$ cat src/rtl/des_pkg.sv
// DES key-schedule constants: widths, FSM states, per-round shift amounts, PC-2 table.
// Optional macro DES_KEYSCHED_DECRYPT_EN adds the right-rotate helper for reverse-order schedules.
package des_pkg;

  localparam int HALF_W   = 28;
  localparam int SUBKEY_W = 48;
  localparam int KEY_W    = 56;

  typedef enum logic [1:0] {
    IDLE = 2'd0,
    RUN  = 2'd1,
    FIN  = 2'd2
  } state_t;

  localparam logic [1:0] SHIFTS [16] = '{
    2'd1, 2'd1, 2'd2, 2'd2, 2'd2, 2'd2, 2'd2, 2'd2,
    2'd1, 2'd2, 2'd2, 2'd2, 2'd2, 2'd2, 2'd2, 2'd1
  };

  // Entry j gives the 1-based C/D bit (1 = MSB) feeding subkey bit j+1.
  localparam int PC2_TAB [SUBKEY_W] = '{
    14, 17, 11, 24,  1,  5,  3, 28, 15,  6, 21, 10,
    23, 19, 12,  4, 26,  8, 16,  7, 27, 20, 13,  2,
    41, 52, 31, 37, 47, 55, 30, 40, 51, 45, 33, 48,
    44, 49, 39, 56, 34, 53, 46, 42, 50, 36, 29, 32
  };

  function automatic logic [KEY_W-1:0] rotl_cd(input logic [KEY_W-1:0] cd, input logic [1:0] n);
    logic [HALF_W-1:0] c;
    logic [HALF_W-1:0] d;
    c = cd[55:28];
    d = cd[27:0];
    if (n == 2'd2) begin
      c = {c[25:0], c[27:26]};
      d = {d[25:0], d[27:26]};
    end else begin
      c = {c[26:0], c[27]};
      d = {d[26:0], d[27]};
    end
    return {c, d};
  endfunction

`ifdef DES_KEYSCHED_DECRYPT_EN
  function automatic logic [KEY_W-1:0] rotr_cd(input logic [KEY_W-1:0] cd, input logic [1:0] n);
    logic [HALF_W-1:0] c;
    logic [HALF_W-1:0] d;
    c = cd[55:28];
    d = cd[27:0];
    if (n == 2'd2) begin
      c = {c[1:0], c[27:2]};
      d = {d[1:0], d[27:2]};
    end else begin
      c = {c[0], c[27:1]};
      d = {d[0], d[27:1]};
    end
    return {c, d};
  endfunction
`endif

endpackage

$ cat src/rtl/des_key_schedule_pc2.sv
// PC-2 permuted choice: purely combinational 56-bit C/D to 48-bit round key, MSB = PC-2 bit 1.
module pc2 import des_pkg::*; (
  input  logic [KEY_W-1:0]    cd_i,
  output logic [SUBKEY_W-1:0] subkey_o
);

  always_comb begin
    subkey_o = '0;
    for (int j = 0; j < SUBKEY_W; j++) begin
      subkey_o[SUBKEY_W-1-j] = cd_i[KEY_W - PC2_TAB[j]];
    end
  end

endmodule

$ cat src/rtl/des_key_schedule.sv
// DES round-key generator: issues 16 PC-2 subkeys over a valid/ready handshake, then pulses done.
// DES_KEYSCHED_DECRYPT_EN adds the decrypt input for reverse (K16..K1) order.
module des_key_schedule import des_pkg::*; (
  input  logic                clk,
  input  logic                rst_n,
  input  logic                start,
  input  logic [KEY_W-1:0]    key_in,
`ifdef DES_KEYSCHED_DECRYPT_EN
  input  logic                decrypt,
`endif
  output logic                busy,
  output logic                subkey_valid,
  input  logic                subkey_ready,
  output logic [SUBKEY_W-1:0] subkey,
  output logic [3:0]          round,
  output logic                done
);

  state_t             state_q, state_d;
  logic [KEY_W-1:0]   cd_q, cd_d;
  logic [3:0]         round_q, round_d;
  logic [SUBKEY_W-1:0] pc2_out;
  logic               accept, hs;

  assign accept = (state_q == IDLE) && start;
  assign hs     = (state_q == RUN) && subkey_ready;

  always_ff @(posedge clk or negedge rst_n) begin
    if (!rst_n) state_q <= IDLE;
    else        state_q <= state_d;
  end

  always_comb begin
    state_d = state_q;
    case (state_q)
      IDLE:    if (start) state_d = RUN;
      RUN:     if (hs && round_q == 4'd15) state_d = FIN;
      FIN:     state_d = IDLE;
      default: state_d = IDLE;
    endcase
  end

  always_comb begin
    busy         = (state_q != IDLE);
    subkey_valid = (state_q == RUN);
    done         = (state_q == FIN);
    subkey       = subkey_valid ? pc2_out : '0;
    round        = round_q;
  end

`ifdef DES_KEYSCHED_DECRYPT_EN
  logic dec_q, dec_d;

  always_ff @(posedge clk or negedge rst_n) begin
    if (!rst_n) dec_q <= 1'b0;
    else        dec_q <= dec_d;
  end

  // Decrypt starts from C0/D0 (== C16/D16) and undoes each encrypt shift in reverse.
  always_comb begin
    cd_d    = cd_q;
    round_d = round_q;
    dec_d   = dec_q;
    if (accept) begin
      round_d = 4'd0;
      dec_d   = decrypt;
      cd_d    = decrypt ? key_in : rotl_cd(key_in, SHIFTS[0]);
    end else if (hs) begin
      round_d = round_q + 4'd1;
      if (dec_q) cd_d = rotr_cd(cd_q, SHIFTS[4'd15 - round_q]);
      else       cd_d = rotl_cd(cd_q, SHIFTS[round_q + 4'd1]);
    end
  end
`else
  // C/D always holds the pair for the key currently presented; round wraps to 0 after K16.
  always_comb begin
    cd_d    = cd_q;
    round_d = round_q;
    if (accept) begin
      round_d = 4'd0;
      cd_d    = rotl_cd(key_in, SHIFTS[0]);
    end else if (hs) begin
      round_d = round_q + 4'd1;
      cd_d    = rotl_cd(cd_q, SHIFTS[round_q + 4'd1]);
    end
  end
`endif

  always_ff @(posedge clk or negedge rst_n) begin
    if (!rst_n) begin
      cd_q    <= '0;
      round_q <= 4'd0;
    end else begin
      cd_q    <= cd_d;
      round_q <= round_d;
    end
  end

  pc2 u_pc2 (
    .cd_i     (cd_q),
    .subkey_o (pc2_out)
  );

endmodule

$ cat config.mk
export PLATFORM = sky130hd
export DESIGN_NAME = des_key_schedule
export DESIGN_NICKNAME = d
export VERILOG_FILES = /design/src/rtl/des_pkg.sv /design/src/rtl/des_key_schedule_pc2.sv /design/src/rtl/des_key_schedule.sv
export SDC_FILE = /design/constraint.sdc
export NUM_CORES = 1
export LEC_CHECK = 0
export ABC_AREA = 1
export BUFFER_PORTS_ARGS = -buffer_cell sky130_fd_sc_hd__buf_2
export CAP_MARGIN = 15
export CORE_MARGIN = 5
export CORE_UTILIZATION = 48
export DETAILED_ROUTE_END_ITERATION = 12
export PLACE_DENSITY = 0.74
export SLEW_MARGIN = 10
export SYNTH_ARGS = -nofsm -noshare
export SYNTH_HDL_FRONTEND = slang
export SYNTH_HIERARCHICAL = 1
export SYNTH_SLANG_ARGS = --single-unit
$ cat constraint.sdc
create_clock -name clk -period 3.1 [get_ports clk]
set_input_delay 0.62 -clock clk [delete_from_list [all_inputs] [get_ports clk]]
set_output_delay 0.62 -clock clk [all_outputs]
set_load 0.02 [all_outputs]
==> flow_metrics.env, run 1 <==
export IMPL_clock_latency_ns=0.33
export IMPL_drive_gt1_share_pct=19.2
export IMPL_power_frac_comb_pct=64.8
export IMPL_syn2layout_area_growth_pct=8.89
export IMPL_grt_pass1_vias=4251
export IMPL_yosys_area_top_type="dfrtp_1"
export IMPL_fin_area_mm2=0.00489
export IMPL_synth_warnings=6
export IMPL_core_mm2=0.00920
export IMPL_pwr_share_seq_pct=24.6
export IMPL_required_ns=2.48
export IMPL_dieArea_mm2=0.0114
export IMPL_grt_pass1_wl_um=18700
export IMPL_layout_min_cycle_time_ns=2.38
export IMPL_synth_area_leaders="dfrtp_1 (35%), nand3_1 (17%), nand2_1 (16%)"
export IMPL_cts_setup_buffers=0
export IMPL_antenna_diode_count=0
export IMPL_seq_area_frac_synth_pct=34.6
export IMPL_initial_utilization_pct=48.8
export IMPL_fmax_ghz=0.421
export IMPL_setup_tns_final_ns=0
export IMPL_gr_total_overflow=0
export IMPL_powerDensity_mw_per_mm2=1300
export IMPL_clkSinkCount=62
export IMPL_cts_root_buf="clkbuf_8"
export IMPL_grt_max_degree=57
export IMPL_p_switching_mw=3.37
export IMPL_clock_skew_ns=0.00983
export IMPL_status="completed"
export IMPL_ys_ff_latch=62
export IMPL_rsz0062_at_grt="false"
export IMPL_io_pin_count=115
export IMPL_fin_crit_sh_pct=76.7
export IMPL_first_iter_violations=220
export IMPL_ir_worst_vdd_mv=0.564
export IMPL_synth_edf_count=0
export IMPL_end_kind="primary output"
export IMPL_timing_final_hold_violations=0
export IMPL_port_buffers=114
export IMPL_clock_path_buffers=2
export IMPL_min_path_type="primary input to async pin"
export IMPL_gp_congestion=0.816
export IMPL_worstPathArrival_ns=1.76
export IMPL_switching_share_pct=53.2
export IMPL_vias=4341
export IMPL_final_max_slew_viol_count=0
export IMPL_antenna_found_initial=0
export IMPL_cts_tree="done"
export IMPL_p_int_mw=2.97
export IMPL_layout_nets=813
export IMPL_synth_most_common_cell="nand2_1"
export IMPL_synthFlopType="dfrtp_1"
export IMPL_finalWorstSetupSlack_ns=0.724
export IMPL_place_hpwl_um=7770
export IMPL_wl_per_cell_um=12.8
export IMPL_gr_usage_all_layers_pct=19.8
export IMPL_ant_nets=0
export IMPL_wl_um=11100
export IMPL_syn_num_nets=767
export IMPL_leakage_nw=2.88
export IMPL_synth_area_mm2=0.00449
export IMPL_synth_top_area_share_pct=34.6
export IMPL_cp_start_kind="flop"
export IMPL_async_flop_share_pct=100
export IMPL_final_util_pct=53.2
export IMPL_place_area_mm2=0.00471
export IMPL_die_w_um=107
export IMPL_fill_cells=912
export IMPL_dr_pass1_iters=4
export IMPL_p_clk_share_pct=10.6
export IMPL_ys_types=21
export IMPL_avgViaCountPerCell=5.02
export IMPL_tightest_slew_ns=0.789
export IMPL_die_h_um=107
export IMPL_synth_commonest_cells="nand2_1 (197), nand3_1 (153), inv_1 (113)"
export IMPL_cts_buffers_inserted=9
export IMPL_reg2reg_setup_slack_ns=0.75
export IMPL_cts_resized=0
export IMPL_max_cap_viol_count=0
export IMPL_hold_buffers=0
export IMPL_timing_slew_headroom_pct=47.4
export IMPL_cp_max_fo=26
export IMPL_path_class="flop to primary output"
export IMPL_clkTransAtPathRegs_ns=0.07
export IMPL_syn_avg_cell_area_um2=6.39
export IMPL_num_rows=35
export IMPL_drc=0
export IMPL_holdWs_ns=0.379
export IMPL_setup_viol=0
export IMPL_syn_inst=703
export IMPL_htree_levels=3
export IMPL_preCtsSetupSlack_ns=0.753
## cells in the final DEF (no fill, tap or decap), types with 2 or more instances in the layout
master / Yosys / routed
nand2_1: 197 / 195
nand3_1: 153 / 152
buf_2: 8 / 114
inv_1: 113 / 113
dfrtp_1: 62 / 62
nor2_1: 54 / 54
o21ai_0: 19 / 19
clkbuf_8: 0 / 9
buf_4: 55 / 9
nand2_2: 2 / 4
ha_1: 4 / 4
clkinv_2: 0 / 4
nand4_1: 2 / 2
inv_2: 2 / 2
nand3b_1: 2 / 2
clkbuf_1: 15 / 2
## metal layers
layer  wire length (um)  part of all wire (%)  track usage (%)  vias to the layer above
li1                   -                     -                -                     2197
met1               4880                    44             25.0                     1971
met2               5310                    48             33.4                      151
met3                668                   6.0             3.19                       22
met4                253                   2.3             8.40                        0
met5                  0                     0                0                        -
## final timing paths
path / start / endpoint / cells after the start
worst max-delay path: state_q[0] / subkey[40] / 4
worst min-delay path: rst_n / cd_q[34] / 1
worst max register to register: state_q[0] / cd_q[1] / 8
worst min register to register: cd_q[2] / cd_q[2] / 2
max in group asynchronous: rst_n / cd_q[31] / 2
min in group clk: cd_q[2] / cd_q[2] / 2
## stage by stage
| step | power [mW] | instances |
|---|---|---|
| floorplan | 5.20 | 703 |
| global placement | 5.57 | 849 |
| detailed placement | 5.69 | 849 |
| CTS | 6.38 | 865 |
| global route | 7.00 | 865 |
| finish | 6.34 | 865 |
## critical path: stages, from the launching register on
cell and delay, ns:
dfrtp_1 0.40, nand2_2 0.39, buf_4 0.37, nor2_1 0.09, buf_2 0.17
## state kept, by name (all words and copies together) (netlist names)
signal	count
round	4
cd_q	56
state_q	2
## cells by family (layout without fill, tap and decap cells)
group                      after synthesis  count (layout)  share of synthesized area (%)
adders and majority gates                4               4                           1.11
DFF                                     62              62                           34.6
buffers and inverters                  205             256                           22.8
AOI/OAI and AO/OA                       21              21                           2.48
and+or+nand+nor                        411             411                           39.0
## area by class of cell
type | instances | area [um2] | area share [%]
flip-flops and latches | 62 | 1550 | 31.7
multi-input cells | 436 | 1920 | 39.4
inverters | 116 | 435 | 8.90
well taps | 111 | 139 | 2.84
clock inverters | 5 | 50.0 | 1.02
repair buffers | 124 | 658 | 13.5
clock buffers | 11 | 131 | 2.69
## power by group through the flow
stage               Sequential (mW)  Clock [mW]  Combinational (mW)
global placement               1.55           0                4.02
finish                         1.56       0.673                4.11
floorplan                      1.50           0                3.70
global route                   1.61       0.717                4.68
CTS                            1.55       0.683                4.15
detailed placement             1.56           0                4.13
No activity file was read; power rests on OpenSTA's default activity.
==> run 2, diff against run 1 <==
--- a/config.mk
+++ b/config.mk
@@ -5,13 +5,13 @@
 export SDC_FILE = /design/constraint.sdc
 export NUM_CORES = 1
 export LEC_CHECK = 0
-export ABC_AREA = 1
+export ABC_AREA = 0
 export BUFFER_PORTS_ARGS = -buffer_cell sky130_fd_sc_hd__buf_2
 export CAP_MARGIN = 15
 export CORE_MARGIN = 5
 export CORE_UTILIZATION = 48
 export DETAILED_ROUTE_END_ITERATION = 12
-export PLACE_DENSITY = 0.74
+export PLACE_DENSITY = 0.73
 export SLEW_MARGIN = 10
 export SYNTH_ARGS = -nofsm -noshare
 export SYNTH_HDL_FRONTEND = slang
==> constraint.sdc (replaced) <==
create_clock -name clk -period 2.4 [get_ports clk]
set_input_delay 0.48 -clock clk [delete_from_list [all_inputs] [get_ports clk]]
set_output_delay 0.48 -clock clk [all_outputs]
set_load 0.02 [all_outputs]
==> run 2 against run 1 <==
  * Die area up 10%
  * Clock power up 59%
  * Synthesized cell count down 14%
  * Via count up 11%
  * Non-clock buffer count up 13
  * Register-to-register slack worse by 0.61 ns
  * Cell area up 15%
  * Final cell count down 8.9%
  * Setup slack worse by 0.60 ns
  * Wire length up 28%
  * Sequential share of layout area down 4.0 points
  * Clock skew up 0.00080 ns
  * Critical endpoint is now subkey[32]
==> flow_metrics.env, run 2 <==
export IMPL_grt_max_degree=63
export IMPL_synth_most_common_cell="dfrtp_1"
export IMPL_final_util_pct=54.9
export IMPL_clock_path_buffers=2
export IMPL_syn_inst=606
export IMPL_worstPathArrival_ns=1.80
export IMPL_synth_commonest_cells="dfrtp_1 (62), a2bb2oi_1 (52), and2_1 (49)"
export IMPL_fin_crit_sh_pct=95.0
export IMPL_drc=0
export IMPL_final_max_slew_viol_count=0
export IMPL_r2r_start="round[0]"
export IMPL_cts_root_buf="clkbuf_8"
export IMPL_die_h_um=112
export IMPL_fill_cells=957
export IMPL_cp_start_kind="flop"
export IMPL_ant_nets=0
export IMPL_synth_area_mm2=0.00501
export IMPL_preCtsSetupSlack_ns=0.191
export IMPL_vias=4801
export IMPL_htree_levels=3
export IMPL_grt_pass1_wl_um=23200
export IMPL_total_power_mw=7.40
export IMPL_antenna_diode_count=0
export IMPL_grt_pass1_vias=4741
export IMPL_hold_buffers=0
export IMPL_num_rows=37
export IMPL_largest_reg_flops=56
export IMPL_first_iter_violations=361
export IMPL_clkTransAtPathRegs_ns=0.08
export IMPL_seq_area_frac_synth_pct=31.0
export IMPL_layout_min_cycle_time_ns=2.28
export IMPL_cts_setup_buffers=0
export IMPL_ys_ff_latch=62
export IMPL_antenna_found_initial=0
export IMPL_yosys_area_top_type="dfrtp_1"
export IMPL_timing_slew_headroom_pct=48.8
export IMPL_setup_tns_final_ns=0
export IMPL_dieArea_mm2=0.0126
export IMPL_drive_gt1_share_pct=25.0
export IMPL_fmax_ghz=0.439
export IMPL_cp_max_fo=36
export IMPL_avgViaCountPerCell=6.09
export IMPL_route_top_layer_used="met4"
export IMPL_synth_warnings=6
export IMPL_synth_edf_count=0
export IMPL_synth_top_area_share_pct=31.0
export IMPL_io_pin_count=115
export IMPL_die_w_um=112
export IMPL_ys_types=42
export IMPL_finalWorstSetupSlack_ns=0.121
export IMPL_cp_startpoint="state_q[1]"
export IMPL_tightest_slew_ns=0.767
export IMPL_syn2layout_area_growth_pct=12.0
export IMPL_path_class="flop to primary output"
export IMPL_synth_area_leaders="dfrtp_1 (31%), a2bb2oi_1 (9.1%), buf_4 (7.2%)"
export IMPL_powerDensity_mw_per_mm2=1320
export IMPL_ir_worst_vdd_mv=0.771
export IMPL_wl_met3_um=1070
export IMPL_wl_met2_um=6680
export IMPL_initial_utilization_pct=49.0
export IMPL_gr_usage_all_layers_pct=21.9
export IMPL_place_hpwl_um=9590
export IMPL_layout_nets=711
export IMPL_gr_total_overflow=0
export IMPL_end_kind="primary output"
export IMPL_gp_congestion=0.856
export IMPL_cts_tree="done"
export IMPL_syn_num_nets=670
export IMPL_wl_per_cell_um=18.0
export IMPL_async_flop_share_pct=100
export IMPL_max_cap_viol_count=0
export IMPL_final_cell_mix="buf_2 (114), dfrtp_1 (61), a2bb2oi_1 (52), and2_1 (49)"
export IMPL_clock_skew_ns=0.0106
export IMPL_clkSinkCount=62
export IMPL_port_buffers=114
export IMPL_timing_final_hold_violations=0
export IMPL_cts_buffers_inserted=9
export IMPL_min_path_type="primary input to async pin"
export IMPL_setup_viol=0
export IMPL_dr_pass1_iters=5
export IMPL_wl_um=14200
export IMPL_synthFlopType="dfrtp_1"
export IMPL_status="completed"
export IMPL_m1WireLength_um=6230
export IMPL_cts_resized=0
export IMPL_core_mm2=0.0102
export IMPL_clock_latency_ns=0.34
export IMPL_rsz0062_at_grt="false"
export IMPL_syn_avg_cell_area_um2=8.27
export IMPL_regMostFlops="cd_q"
export IMPL_required_ns=1.92
export IMPL_leakage_nw=2.45
export IMPL_holdWs_ns=0.157
export IMPL_mostFrequentLayoutCell="buf_2"
## run 2: kinds of logic after synthesis
group,after synthesis,synth area share (%)
AO/OA/AOI/OAI,215,31.1
multiplexers,2,0.424
AND/OR/NAND/NOR,213,23.6
adder cells (fa/ha/maj),4,0.999
flip-flops,62,31.0
XOR/XNOR,1,0.325
buffers and inverters,109,12.6
## run 2: final cells by class
cell class	count	area (um2)	area share (%)
Inverter	2	7.51	0.134
Sequential cell	62	1560	27.7
Clock buffer	11	151	2.70
Timing Repair Buffer	137	793	14.1
Clock inverter	5	81.3	1.45
Multi-Input combinational cell	435	2850	50.8
Tap cell	136	170	3.03
## run 2: worst max-delay path, cell delays in order (launching register included)
cell	delay, ns
dfrtp_1	0.54
nor2b_2	0.22
buf_4	0.33
and2_1	0.20
buf_2	0.17
## run 2: metrics by stage
stage,instance area (um2),instances
final,5610,788
after global routing,5610,788
after CTS,5610,788
after detailed placement,5370,772
after global placement,5370,772
after floorplan,5010,606
## run 2: final timing paths
| kind | to | cells past startpoint | slack [ns] |
|---|---|---|---|
| max | subkey[32] | 4 | 0.12 |
| min | cd_q[37] | 2 | 0.16 |
| max reg2reg | cd_q[0] | 7 | 0.14 |
| min reg2reg | cd_q[13] | 2 | 0.54 |
| max in group asynchronous | state_q[0] | 2 | 1.95 |
| min in group clk | state_q[0] | 2 | 0.46 |
## run 2: report_power, final
group / internal [mW] / switching [mW] / total [mW]
sequential: 1.45 / 0.522 / 1.97
clock: 0.642 / 0.431 / 1.07
combinational: 1.72 / 2.64 / 4.36
total: 3.81 / 3.59 / 7.40
## run 2: routing by layer
| layer | global-route usage [%] | vias to the layer above |
|---|---|---|
| met4 | 8.01 | 0 |
| met3 | 4.53 | 20 |
| met2 | 35.1 | 207 |
| met5 | 0 | - |
| li1 | - | 2261 |
| met1 | 29.4 | 2313 |
==> run 3, diff against run 2 <==
==> constraint.sdc (replaced) <==
create_clock -name clk -period 2.1 [get_ports clk]
set_input_delay 0.42 -clock clk [delete_from_list [all_inputs] [get_ports clk]]
set_output_delay 0.42 -clock clk [all_outputs]
set_load 0.02 [all_outputs]
==> run 3 against run 2 <==
  * Cell area grew 5.3%
  * Critical path depth grew 4
  * First-iteration DRC count shrank 14%
  * Worst hold slack lost 0.086 ns
  * Critical path type is now flop to flop
  * Largest power group unchanged
  * Global-route usage grew 0.45 points
  * Sequential share of layout area shrank 1.4 points
  * Flip-flop and latch count is the same
  * Combinational power grew 38%
  * Final cell count grew 2.8%
  * Sequential power grew 16%
==> flow_metrics.env, run 3 (same netlist as run 2, synthesis figures left out) <==
export IMPL_status="completed"
export IMPL_mostFrequentLayoutCell="buf_2"
export IMPL_clock_latency_ns=0.34
export IMPL_grt_max_degree=63
export IMPL_port_buffers=114
export IMPL_p_int_mw=4.93
export IMPL_final_cell_mix="buf_2 (114), dfrtp_1 (58), a2bb2oi_1 (52), and2_1 (49)"
export IMPL_drive_gt1_share_pct=28.3
export IMPL_num_rows=37
export IMPL_syn2layout_area_growth_pct=18.0
export IMPL_path_class="flop to flop"
export IMPL_cp_slowest_cell="or4b_4"
export IMPL_worst_path_buf_inv=3
export IMPL_power_frac_comb_pct=64.0
export IMPL_avgViaCountPerCell=6.12
export IMPL_finalWorstSetupSlack_ns=0.0234
export IMPL_fill_cells=924
export IMPL_slowest_delay_ns=0.54
export IMPL_worstPathArrival_ns=2.33
export IMPL_antenna_diode_count=0
export IMPL_vias=4957
export IMPL_cp_endpoint="cd_q[42]"
export IMPL_cts_tree="done"
export IMPL_htree_levels=3
export IMPL_powerDensity_mw_per_mm2=1590
export IMPL_drc=0
export IMPL_dr_pass1_iters=7
export IMPL_required_ns=2.35
export IMPL_wl_um=15100
export IMPL_ir_worst_vdd_mv=0.628
export IMPL_place_area_mm2=0.00547
export IMPL_first_iter_violations=310
export IMPL_gr_total_overflow=0
export IMPL_cts_root_buf="clkbuf_8"
export IMPL_setup_viol=0
export IMPL_regMostFlops="cd_q"
export IMPL_cp_startpoint="round[1]"
export IMPL_gr_usage_all_layers_pct=22.4
export IMPL_r2r_start="round[1]"
export IMPL_timing_slew_headroom_pct=55.7
export IMPL_fin_crit_sh_pct=98.9
export IMPL_p_switching_mw=4.49
export IMPL_fmax_ghz=0.482
export IMPL_p_clk_share_pct=11.8
export IMPL_pwr_share_seq_pct=24.2
export IMPL_cp_start_kind="flop"
export IMPL_crit_chain="buf_6 > ha_4 > or4b_4 > o31ai_4 > buf_12 > nor2_4 > clkbuf_16 > o211ai_1"
export IMPL_clkTransAtPathRegs_ns=0.08
export IMPL_place_hpwl_um=9790
export IMPL_dieArea_mm2=0.0126
export IMPL_wl_per_cell_um=18.7
export IMPL_clkSinkCount=62
export IMPL_regToRegEndpoint="cd_q[42]"
export IMPL_crit_cells=8
export IMPL_cp_max_fo=9
export IMPL_clock_skew_ns=0.00978
export IMPL_setup_tns_final_ns=0
export IMPL_gp_congestion=0.804
export IMPL_grt_pass1_wl_um=23700
export IMPL_antenna_found_initial=0
export IMPL_layout_nets=733
export IMPL_final_max_slew_viol_count=0
export IMPL_io_pin_count=115
export IMPL_tightest_slew_ns=0.665
export IMPL_final_util_pct=57.8
export IMPL_largest_reg_flops=56
export IMPL_cts_buffers_inserted=9
export IMPL_die_h_um=112
export IMPL_rsz0062_at_grt="true"
export IMPL_end_kind="flop"
export IMPL_min_path_type="primary input to async pin"
export IMPL_initial_utilization_pct=49.0
export IMPL_clock_path_buffers=2
export IMPL_fin_area_mm2=0.00591
export IMPL_timing_final_hold_violations=0
export IMPL_layout_min_cycle_time_ns=2.08
export IMPL_grt_pass1_vias=4766
export IMPL_reg2reg_setup_slack_ns=0.02
export IMPL_path_delay_family="simple AND/OR/NAND/NOR gates"
export IMPL_leakage_nw=2.59
export IMPL_die_w_um=112
export IMPL_hold_buffers=0
export IMPL_reg2regPathDepth=8
export IMPL_core_mm2=0.0102
export IMPL_preCtsSetupSlack_ns=-0.163
export IMPL_ant_nets=0
export IMPL_max_cap_viol_count=0
export IMPL_switching_share_pct=47.7
==> run 3: power by group through the flow <==
| stage | Sequential, mW | Combinational, mW | Clock (mW) |
|---|---|---|---|
| final | 2.28 | 6.03 | 1.12 |
| after global routing | 2.35 | 6.43 | 1.19 |
| after CTS | 2.24 | 5.25 | 1.11 |
| after detailed placement | 2.25 | 5.05 | 0 |
| after global placement | 2.23 | 4.89 | 0 |
| after floorplan | 2.12 | 4.02 | 0 |
==> run 3: worst register-to-register path, cell delays in order, from the launching register on <==
cell       delay (ns)
dfrtp_2          0.45
buf_6            0.14
ha_4             0.14
or4b_4           0.54
o31ai_4          0.10
buf_12           0.17
nor2_4           0.08
clkbuf_16        0.20
o211ai_1         0.18
==> run 3: worst min-delay path by stage <==
| stage | startpoint | end | slack (ns) | depth (start not counted) |
|---|---|---|---|---|
| 2_1_floorplan | rst_n | cd_q[0] | 0.12 | 0 |
| 3_3_place_gp | rst_n | cd_q[31] | 0.46 | 2 |
| 3_5_place_dp | rst_n | cd_q[31] | 0.46 | 2 |
| 4_1_cts | rst_n | cd_q[23] | 0.1 | 2 |
| 5_1_grt | rst_n | cd_q[33] | 0.10 | 2 |
| 6_report | rst_n | cd_q[23] | 0.07 | 2 |
==> run 3: layout make-up <==
class / instances / area [um2] / area share, %
Inverter: 2 / 7.51 / 0.127
Sequential cell: 62 / 1560 / 26.3
Clock buffer: 11 / 151 / 2.56
Timing Repair Buffer: 157 / 1040 / 17.6
Clock inverter: 5 / 57.6 / 0.974
Tap cell: 136 / 170 / 2.88
Multi-Input combinational cell: 437 / 2930 / 49.5
==> run 3: repair_timing <==
item / CTS / global route
buffers inserted: 2 / 3
pin swaps: 3 / 27
endpoints found under the setup margin: 41 / 79
resized for setup: 3 / 11
gates cloned: 1 / 5
==> run 3: per-stage QoR <==
step           instances  total power [mW]  hold WS [ns]
5_1_grt              810              9.97         0.102
3_5_place_dp         783              7.30         0.463
6_report             810              9.42        0.0707
2_1_floorplan        606              6.14         0.124
4_1_cts              802              8.60        0.0965
3_3_place_gp         783              7.12         0.461
==> run 3: layer usage <==
| layer | GRT usage, % | wire [um] | vias to the layer above |
|---|---|---|---|
| met3 | 4.26 | 1140 | 21 |
| met4 | 5.61 | 223 | 0 |
| met1 | 30.2 | 6480 | 2406 |
| met5 | 0 | 0 | - |
| met2 | 37.1 | 7280 | 216 |
| li1 | - | - | 2314 |
